$ cat src/rtl/reg_bus_pkg.sv
// reg_bus_pkg: shared states, response codes and error causes for the register-bus initiator.
package reg_bus_pkg;
  typedef enum logic [2:0] {IDLE, RX_DATA, RX_CHK, WR, RD, TX0, TX1} state_t;
  typedef enum logic [1:0] {ERR_NONE, ERR_CHK, ERR_TMO, ERR_MODE} err_code_t;
  localparam logic [7:0] ACK = 8'h5A;
  localparam logic [7:0] NACK = 8'hA5;
  localparam logic [7:0] CHK_SALT = 8'hA5;
endpackage

$ cat src/rtl/reg_bus_mst.sv
// reg_bus_mst: parses host command frames into register write/read strobes and streams back responses.
module reg_bus_mst import reg_bus_pkg::*; #(
  parameter int AW = 7,
  parameter int DW = 8,
  parameter int TIMEOUT_CYC = 255
) (
  input  logic          i_clk,
  input  logic          i_rst_n,
  input  logic          i_rx_vld,
  input  logic [7:0]    i_rx_data,
  output logic          o_rx_rdy,
  output logic          o_tx_vld,
  output logic [7:0]    o_tx_data,
  input  logic          i_tx_rdy,
  output logic          o_wen,
  output logic          o_ren,
  output logic [AW-1:0] o_addr,
  output logic [DW-1:0] o_wdata,
  input  logic [DW-1:0] i_rdata,
  input  logic          i_test_mode_status,
  input  logic          i_cfg_mode_status,
  output logic          o_busy,
  output logic          o_err,
  output logic [1:0]    o_err_code
);
  localparam int TW = $clog2(TIMEOUT_CYC + 1);
  state_t state;
  err_code_t code;
  logic up, is_wr, acc, chk_ok, hs;
  logic [7:0] cmd;
  logic [TW-1:0] tmo;
  // up keeps o_rx_rdy low while reset is asserted so every output reads 0
  assign o_rx_rdy = up && (state == IDLE || state == RX_DATA || state == RX_CHK);
  assign acc = i_rx_vld && o_rx_rdy;
  assign hs = o_tx_vld && i_tx_rdy;
  assign o_busy = state != IDLE;
  assign o_err_code = code;
  // address bits above AW must be zero for the frame to count as well-formed
  assign chk_ok = i_rx_data == (cmd ^ o_wdata ^ CHK_SALT) && (cmd[6:0] >> AW) == '0;
  always_ff @(posedge i_clk or negedge i_rst_n) begin
    if (!i_rst_n) begin
      state <= IDLE;
      code <= ERR_NONE;
      up <= 1'b0;
      is_wr <= 1'b0;
      cmd <= '0;
      tmo <= '0;
      o_tx_vld <= 1'b0;
      o_tx_data <= '0;
      o_wen <= 1'b0;
      o_ren <= 1'b0;
      o_addr <= '0;
      o_wdata <= '0;
      o_err <= 1'b0;
    end else begin
      up <= 1'b1;
      o_wen <= 1'b0;
      o_ren <= 1'b0;
      o_err <= 1'b0;
      case (state)
        IDLE: if (acc) begin
          cmd <= i_rx_data;
          o_addr <= i_rx_data[AW-1:0];
          is_wr <= i_rx_data[7];
          tmo <= '0;
          o_ren <= !i_rx_data[7];
          state <= i_rx_data[7] ? RX_DATA : RD;
        end
        RX_DATA, RX_CHK: if (acc) begin
          tmo <= '0;
          if (state == RX_DATA) begin
            o_wdata <= i_rx_data;
            state <= RX_CHK;
          end else begin
            state <= WR;
            o_wen <= chk_ok && (i_test_mode_status || i_cfg_mode_status);
            o_err <= !chk_ok || !(i_test_mode_status || i_cfg_mode_status);
            o_tx_data <= (chk_ok && (i_test_mode_status || i_cfg_mode_status)) ? ACK : NACK;
            if (!chk_ok) code <= ERR_CHK;
            else if (!(i_test_mode_status || i_cfg_mode_status)) code <= ERR_MODE;
          end
        end else if (tmo == TW'(TIMEOUT_CYC - 1)) begin
          state <= IDLE;
          tmo <= '0;
          o_err <= 1'b1;
          code <= ERR_TMO;
        end else begin
          tmo <= tmo + 1'b1;
        end
        WR: begin
          o_tx_vld <= 1'b1;
          state <= TX0;
        end
        RD: begin
          o_tx_data <= i_rdata;
          o_tx_vld <= 1'b1;
          state <= TX0;
        end
        TX0: if (hs) begin
          o_tx_vld <= !is_wr;
          o_tx_data <= is_wr ? o_tx_data : ~o_tx_data;
          state <= is_wr ? IDLE : TX1;
        end
        TX1: if (hs) begin
          o_tx_vld <= 1'b0;
          state <= IDLE;
        end
        default: state <= IDLE;
      endcase
    end
  end
endmodule

$ cat config.mk
export PLATFORM = sky130hd
export DESIGN_NAME = reg_bus_mst
export DESIGN_NICKNAME = d
export VERILOG_FILES = /design/src/rtl/reg_bus_pkg.sv /design/src/rtl/reg_bus_mst.sv
export SDC_FILE = /design/constraint.sdc
export NUM_CORES = 1
export LEC_CHECK = 0
export ABC_AREA = 1
export CAP_MARGIN = 25
export CORE_ASPECT_RATIO = 0.75
export CORE_MARGIN = 5
export CORE_UTILIZATION = 46
export CTS_BUF_LIST = sky130_fd_sc_hd__clkbuf_4 sky130_fd_sc_hd__clkbuf_8 sky130_fd_sc_hd__clkbuf_16
export CTS_CLUSTER_SIZE = 24
export DETAILED_ROUTE_END_ITERATION = 7
export HOLD_SLACK_MARGIN = 0.15
export PLACE_DENSITY_LB_ADDON = 0.2
export SETUP_SLACK_MARGIN = 0.15
export SYNTH_ARGS = -nofsm -noshare
export SYNTH_HDL_FRONTEND = slang
export SYNTH_SLANG_ARGS = --single-unit
export TNS_END_PERCENT = 5
$ cat constraint.sdc
create_clock -name i_clk -period 1.75 [get_ports i_clk]
set_clock_uncertainty 0.2 [all_clocks]
set_input_delay 0.2625 -clock i_clk [delete_from_list [all_inputs] [get_ports i_clk]]
set_output_delay 0.2625 -clock i_clk [all_outputs]
set_load 0.005 [all_outputs]
# [After elaboration in Yosys (flattened, before gate mapping)]
# Cells that the tools add are included.
# W data, S select, Z words.
[word_totals] reg_bits=50 wordCells=97
[op_classes] n_addsub=1 eq_ne=17 reduce_logical=27 bitwise=3 n_mux=36
[op_table] operator="$mux W8" count=8
[op_table] operator="$pmux W8 S3" count=1
[op_table] operator="$mux W3" count=7
[op_table] operator="$pmux W8 S2" count=1
[op_table] operator="$pmux W3 S5" count=1
[op_table] operator="$ne A2 B2 Y1 const B" count=7
[op_table] operator="$mux W1" count=12
[op_table] operator="$mux W2" count=5
[op_table] operator="$eq A3 B3 Y1 const B" count=3
[op_table] operator="$reduce_bool A3 Y1" count=3
[op_table] operator="$add A8 B1 Y8 const B" count=1
[op_table] operator="$eq A8 B8 Y1" count=1
[op_table] operator="$eq A8 B8 Y1 const B" count=1
[op_table] operator="$not A8 Y8" count=1
[op_table] operator="$reduce_and A4 Y1" count=2
[op_table] operator="$xor A8 B8 Y8" count=1
[op_table] operator="$eq A3 B2 Y1 const B" count=2
[op_table] operator="$ne A3 B3 Y1 const B" count=2
[op_table] operator="$reduce_and A3 Y1" count=2
[op_table] operator="$reduce_and A5 Y1" count=1
[op_table] operator="$logic_and A1 B1 Y1" count=4
[op_table] operator="$logic_not A1 Y1" count=4
[op_table] operator="$logic_or A1 B1 Y1" count=4
[op_table] operator="$not A4 Y4" count=1
[op_table] operator="other kinds (6)" count=9

# [Depth between registers and ports, before layout]
[logic_depth] ltp_word=8 depth_mapped=11

# [Worst setup path after synthesis]
# OpenSTA, ideal clock, no wires.
[synth_timing] path_kind="flip-flop to flip-flop" startpoint="register state[2]" endpoint="register code[0] (netlist: o_err_code[0])" required_ps=1428 arrival_ps=1359 synth_period_minus_slack_ps=1681 slack_ps=69 stages_incl_launch_ff=10 path_cell_list="dfrtp_1 > inv_4 > nand2_4 > nor2_4 > nand2_8 > nand2_2 > inv_1 > nor2_4 > nand2_2 > a21boi_2"
[synth_between] elab_chain_len=7
[synth_lines] element="start, declared" line_no="reg_bus_mst.sv:27" rtl="state_t state;"
[synth_lines] element="start signal, assigned" line_no="reg_bus_mst.sv:67" rtl="state <= i_rx_data[7] ? RX_DATA : RD;"
[synth_lines] element="start signal, assigned" line_no="reg_bus_mst.sv:102" rtl="state <= is_wr ? IDLE : TX1;"
[synth_lines] element="$eq A3 B1 Y1 or $logic_not A3 Y1 (tied branches)" line_no="reg_bus_mst.sv:33" rtl="assign o_rx_rdy = up && (state == IDLE || state == RX_DATA || state == RX_CHK);"
[synth_lines] element="$logic_or A1 B1 Y1" line_no="reg_bus_mst.sv:33"
[synth_lines] element="$logic_or A1 B1 Y1 (*)" line_no="reg_bus_mst.sv:33"
[synth_lines] element="$logic_and A1 B1 Y1 (*)" line_no="reg_bus_mst.sv:33"
[synth_lines] element="via o_rx_rdy" line_no="reg_bus_mst.sv:11" rtl="output logic o_rx_rdy,"
[synth_lines] element="$logic_and A1 B1 Y1 (*)" line_no="reg_bus_mst.sv:34" rtl="assign acc = i_rx_vld && o_rx_rdy;"
[synth_lines] element="$ne A3 B3 Y1 (no source line) (tied with other cells)"
[synth_lines] element="$reduce_and A4 Y1 (no source line)"
[synth_lines] element="end signal, assigned" line_no="reg_bus_mst.sv:43" rtl="code <= ERR_NONE;"
[synth_lines] element="end signal, assigned" line_no="reg_bus_mst.sv:79" rtl="if (!chk_ok) code <= ERR_CHK;"
[synth_lines] element="end signal, assigned" line_no="reg_bus_mst.sv:80" rtl="else if (!(i_test_mode_status || i_cfg_mode_status)) code <= ERR_MODE;"
[synth_lines] element="end, declared" line_no="reg_bus_mst.sv:28" rtl="err_code_t code;"
# The timed path passes the listed nets; every way through them passes the cells marked *.
# A chain may end at the register's enable or synchronous reset.

# [Final worst setup path]
[layout_timing] startpoint="register state[1]" endpoint="register state[0]"
[layout_between] elab_chain_len=7
[layout_lines] element="$eq A3 B1 Y1 or $logic_not A3 Y1 (tied branches)" line_no="reg_bus_mst.sv:33, reg_bus_mst.sv:60, reg_bus_mst.sv:71"
[layout_lines] element="$logic_or A1 B1 Y1 (2 in a row)" line_no="reg_bus_mst.sv:33"
[layout_lines] element="$logic_and A1 B1 Y1" line_no="reg_bus_mst.sv:33"
[layout_lines] element="$logic_and A1 B1 Y1" line_no="reg_bus_mst.sv:34"
[layout_lines] element="$mux W3 (tied with other cells)" line_no="reg_bus_mst.sv:69" rtl="RX_DATA, RX_CHK: if (acc) begin"
[layout_lines] element="$pmux W3 S5 or $reduce_and A4 Y1 (tied branches)"
# Several ways; a longest one is shown, not always the timed one.

==> out/qor.csv <==
stage,metric,value,unit
sta,setup_violations,0,
drt,wire_per_inst,12.7,um
min_path,hold_path_class,input port to register,
yosys,ys_warn_count,0,
clocking,clk_root_buffer_cell,clkbuf_8,
global_route,grtUsageTotal,18.1,%
clocking,clk_latency,290,ps
sta,setup_tns,0,ps
clocking,cts_tree,yes,
critical_path,criticalPathCategory,register to register,
drt,drt_first_pass_iters,4,
drt,ant_nets,0,
status,status,completed,
sta,clock.fmax,574,MHz
clocking,clockBufferDepth,2,
cells_and_area,area_growth,47.1,%
drt,vias,2282,
yosys,async_flop_share,100,%
drt,wirelength,6.07,mm
cells_and_area,regArea,1050,um2
power,p_leak,1.96,nW
yosys,synth.top_cell.area_share,43.3,%
critical_path,crit_path_end_kind,register,
yosys,yosysTopAreaCell,dfrtp_1,
place,place.gp.congestion,0.907,
yosys,syn_area_per_cell,7.79,um2
yosys,yosys_register_bits,42,
sta,min_period_over_period,99.5,%
run,maxCapViolations,0,
drt,drtIter0Drc,114,
critical_path,cp_max_fo,4,
die,rows,22,
cells_and_area,finalNetCount,429,
yosys,synthTopCellsByArea,"dfrtp_1 43%, nand2_1 15%, inv_1 5.6%",
yosys,synth_area,2430,um2
die,start_util,48.5,%
global_route,grt_pass1_vias,2175,
power,ir_worst_vdd,0.817,mV
cells_and_area,antenna_cells,0,
yosys,synth_ff_type,dfrtp_1,
critical_path,startpoint_type,register,
sta,rsz0062_at_grt,yes,
critical_path,required,1730,ps
cells_and_area,drive_above_1_share,26.8,%
cells_and_area,final_util,71.4,%
clocking,numClockSinks,42,
place,numPortBuffers,52,
power,power_density,1470,nW/um2
clocking,cts_buffers,5,
place,post-place-ws,-285,ps
die,coreArea,5010,um2
cells_and_area,final_area,3570,um2
die,fp.dieH,72.9,um
yosys,ys_types,36,
yosys,synthMostInstantiatedCell,nand2_1,
sta,final_hold_viol_count,0,
sta,layout_setup_ws,8.31,ps
global_route,grt_pass1_wl,9.79,mm
cells_and_area,multi_input_area,1290,um2
die,die-area,6850,um2
yosys,synth_edf_count,0,
yosys,yosysSeqAreaShare,43.3,%
yosys,synth_nets,336,
global_route,grt-ovfl-total,0,
cells_and_area,fillers,416,
yosys,yosys-top-cells-count,"94 x nand2_1, 42 x dfrtp_1, 36 x inv_1",
clocking,htreeDepth,2,
critical_path,crit_arrival,1720,ps
die,dieWidth,93.9,um
yosys,syn_inst,312,
die,pin_count,53,
global_route,grt_max_degree,24,
sta,period_needed,1740,ps
clocking,clkTransAtPathRegs,80,ps
place,dp_hpwl,4.44,mm
drt,viasPerCell,4.77,
sta,maxSlewViolCount,0,
global_route,antenna_found_initial,0,
drt,drc,0,
place,dpl_cell_area,3250,um2
sequential cells by signal, summed over array words and instances, names as in the netlist, 2 cells and up:
| name | cells |
|---|---|
| tmo | 8 |
| o_err_code | 2 |
| o_tx_data | 8 |
| state | 3 |
| o_addr | 6 |
| o_wdata | 8 |
kinds of logic (layout without fill, tap and decap cells):
group           Yosys count  in the layout  share of synthesized area, %
compound gates           53             53                          13.3
other cells               1              1                         0.154
simple gates            170            171                          34.6
fa+ha+maj                 2              2                          1.03
xor+xnor                  1              1                         0.361
flops                    42             42                          43.3
buf+inv                  43            136                          7.26
metal layers:
metal	wire length [um]	vias up	GRT usage, %
li1	-	1182	-
met2	2770	65	27.5
met4	49	0	4.65
met1	2880	1029	25.4
met5	0	-	0
met3	369	6	5.15
critical path, stage by stage (launching register included):
cell and delay, ps:
dfrtp_1 400, buf_6 130, nor2_4 140, buf_6 130
nor2_4 50, inv_4 90, nor2_1 70, o21ai_1 130
o21ai_0 130, nor2_1 100, o21ai_1 60
layout by cell type, fill, tap and decap left out, types with 10 or more instances in the layout:
master / Yosys / final
nor2_1: 32 / 24
clkdlybuf4s50_1: 0 / 19
nand2_2: 7 / 13
dlymetal6s2s_1: 0 / 30
nand2_1: 94 / 87
inv_1: 36 / 32
dfrtp_1: 42 / 41
a21oi_1: 11 / 10
o21ai_2: 9 / 10
nand3_1: 12 / 11
o21ai_0: 19 / 15
buf_4: 1 / 28
what timing repair did:
item,CTS,global route
pin swaps,15,8
buffers inserted,4,0
hold endpoints to repair,42,1
setup endpoints to repair,62,71
gates resized for setup,23,54
gates cloned,1,0
hold buffers,1,1
cell type report:
class,instances,area share (%)
Clock buffer,7,2.52
Clock inverter,1,0.140
Inverter,41,4.66
Multi-Input combinational cell,228,36.2
Sequential cell,42,29.4
Tap cell,72,2.52
Timing Repair Buffer,87,24.5
where the power goes:
group          internal (mW)  leakage, nW  total, mW  switching, mW
combinational           1.37         1.39       2.91           1.54
sequential              1.34        0.516       1.66          0.326
clock                  0.334       0.0517      0.661          0.327
metrics by stage:
step / instances / total power [mW] / hold slack (ps)
floorplan: 312 / 3.12 / -233
global placement: 463 / 4.35 / 45.6
detailed placement: 463 / 4.40 / 49.3
CTS: 477 / 5.22 / 264
global route: 478 / 5.70 / 193
finish: 478 / 5.24 / 175
final timing paths:
check	cells after the start	to	startpoint	slack (ps)
min in group asynchronous	2	o_addr[0]	i_rst_n	270
max in group asynchronous	3	is_wr	i_rst_n	580
worst min register to register	2	o_err_code[1]	o_err_code[1]	320
worst max-delay path	10	state[0]	state[1]	8
worst max register to register	10	state[0]	state[1]	8
worst min-delay path	4	o_wdata[3]	i_rx_data[3]	180
No activity file was read; power rests on OpenSTA's default activity.
==> variant (same flow settings) <==
Register the output `o_err` once more; this adds one clock of latency there. The other outputs are not delayed to match.
--- a/src/rtl/reg_bus_mst.sv
+++ b/src/rtl/reg_bus_mst.sv
@@ -24,6 +24,8 @@
   output logic [1:0]    o_err_code
 );
   localparam int TW = $clog2(TIMEOUT_CYC + 1);
+
+  logic o_err_s0;
   state_t state;
   err_code_t code;
   logic up, is_wr, acc, chk_ok, hs;
@@ -51,12 +53,12 @@
       o_ren <= 1'b0;
       o_addr <= '0;
       o_wdata <= '0;
-      o_err <= 1'b0;
+      o_err_s0 <= 1'b0;
     end else begin
       up <= 1'b1;
       o_wen <= 1'b0;
       o_ren <= 1'b0;
-      o_err <= 1'b0;
+      o_err_s0 <= 1'b0;
       case (state)
         IDLE: if (acc) begin
           cmd <= i_rx_data;
@@ -74,7 +76,7 @@
           end else begin
             state <= WR;
             o_wen <= chk_ok && (i_test_mode_status || i_cfg_mode_status);
-            o_err <= !chk_ok || !(i_test_mode_status || i_cfg_mode_status);
+            o_err_s0 <= !chk_ok || !(i_test_mode_status || i_cfg_mode_status);
             o_tx_data <= (chk_ok && (i_test_mode_status || i_cfg_mode_status)) ? ACK : NACK;
             if (!chk_ok) code <= ERR_CHK;
             else if (!(i_test_mode_status || i_cfg_mode_status)) code <= ERR_MODE;
@@ -82,7 +84,7 @@
         end else if (tmo == TW'(TIMEOUT_CYC - 1)) begin
           state <= IDLE;
           tmo <= '0;
-          o_err <= 1'b1;
+          o_err_s0 <= 1'b1;
           code <= ERR_TMO;
         end else begin
           tmo <= tmo + 1'b1;
@@ -109,5 +111,9 @@
       endcase
     end
   end
+  always_ff @(posedge i_clk) begin
+    o_err <= o_err_s0;
+  end
+
 endmodule
 
Behaviour: not the same (Yosys sat finds a counterexample within 10 cycles, from zero or initial values and one cycle with i_rst_n low).
==> variant against the original RTL <==
  * The run now ends with setup timing left
  * Critical path depth down 1
  * Synthesized area grew 0.82%
  * Count of clock-buffer cells in the layout fell by 1
  * Global-route usage is 0.28 points higher
  * Critical endpoint is now tmo[5]
  * Maximum frequency down 2.8%
  * Final area fell by 1.5%
  * Via count increased by 1.3%
  * Largest cell class unchanged
  * Wire length fell by 0.76%
  * Worst setup slack got worse by 50 ps
  * Power is 2.3% lower
  * Sequential cell count up 1
  * Hold slack got worse by 21 ps
==> variant: results <==
[worst_setup_path]
reg2regPathDepth = 9
setup.worst_path.end = tmo[5]
timing.critical_path.fanout_max = 10
cp_slowest_stage_delay_ps = 450
timing.critical_path.from = state[0]
criticalPathCategory = reg -> reg
cpLargestDelayFamily = simple AND/OR/NAND/NOR gates
worst_ep_arrival_time_ps = 1780
cp_slowest_cell = dfrtp_2

[synthesis]
postSynthNetCount = 337
avgSynthCellArea_um2 = 7.827
post_synth_num_cell_types = 37
yosysSeqAreaShare_pct = 43.72
async_flop_share_pct = 97.67
yosys-top-cells-area = dfrtp_1, nand2_1, inv_1

[global_routing]
grt_max_degree = 26
grt_pass1_wl_um = 9963
grt_use_total_pct = 18.35

[detailed_routing]
route.final.wire_length_um = 6024
total_number_of_vias = 2312
detail-route-antenna-nets = 0
violation_count_after_the_first_detailed_route_iteration = 71

[clock_tree]
clockRootBuffer = clkbuf_8
cts_max_level = 2
clock_sinks = 43

[place]
placedInstanceArea_um2 = 3262
gp_congestion = 0.9072
dp_hpwl_um = 4463
place_inst = 465
dpl_worst_slack_ps = -317.4

[final_layout]
fillers = 451
layout-drive-gt1-share_pct = 26.42
multi_input_area_um2 = 1306
final_cells = 480
comb.multi_input.count = 227
signal_buffers = 86
nNetsFinal = 428
clockBufferCount = 6
non_clock_buffer_area_share_pct = 22.32
clock_tree_area_fraction_pct = 2.524

[sta]
finalWorstSetupSlack_ps = -41.74
timing.final.setup_violations = 16

[power]
leakage_nw = 1.776
ir_worst_vdd_mv = 0.9378

[outcome]
violated_checks = setup timing
result_of_the_run = finished with violations

[hold_path]
holdCritPathClass = reg -> reg
-- variant: cell types whose count changed after synthesis --
cell,change
dfxtp_1,+1
-- variant: worst min path at each step --
stage	cells past startpoint	start	endpoint	slack, ps
floorplan	0	i_rst_n	cmd[6]	-230
global placement	1	i_rst_n	o_addr[2]	40
detailed placement	1	i_rst_n	o_addr[2]	40
CTS	0	o_err_s0	o_err	160
global route	0	o_err_s0	o_err	170
finish	0	o_err_s0	o_err	150
-- variant: per-layer routing --
layer / vias to the layer above / GRT usage (%) / share of wire, %
met5: - / 0 / 0
met3: 7 / 4.330 / 3.9
met2: 49 / 28.93 / 47
met4: 0 / 5.288 / 1.3
met1: 1084 / 25.34 / 48
li1: 1172 / - / -
-- variant: metrics by stage --
stage | total power, mW | setup TNS, ps | hold slack (ps) | utilization, %
global route | 5.561 | -2286 | 168.0 | 66.83
floorplan | 3.149 | 0 | -233.1 | -
finish | 5.117 | -381.3 | 154.2 | 66.83
detailed placement | 4.398 | -3659 | 41.30 | 61.94
global placement | 4.327 | -2205 | 42.47 | 61.94
CTS | 5.028 | -100.5 | 155.4 | 65.00
-- variant: repair_timing --
item,in CTS,in global routing
pin swaps,8,8
setup endpoints to repair,69,49
buffers inserted,5,1
resized for setup,48,28
hold endpoints to repair,42,0
hold buffers,1,0
-- variant: power breakdown --
| part | internal (mW) | switching, mW |
|---|---|---|
| clock network | 0.295 | 0.349 |
| logic | 1.25 | 1.53 |
| registers | 1.37 | 0.322 |
-- variant: kinds of logic (layout without fill, tap and decap cells) --
logic type                 Yosys count  in the layout  synth area share, %
and+or+nand+nor                    170            170                34.32
buffers and inverters               43            135                7.201
xor gates and xnor gates             1              1               0.3576
AOI/OAI and AO/OA                   53             53                13.23
adders and majority gates            2              2                1.021
other                                1              1               0.1531
DFF                                 43             43                43.72
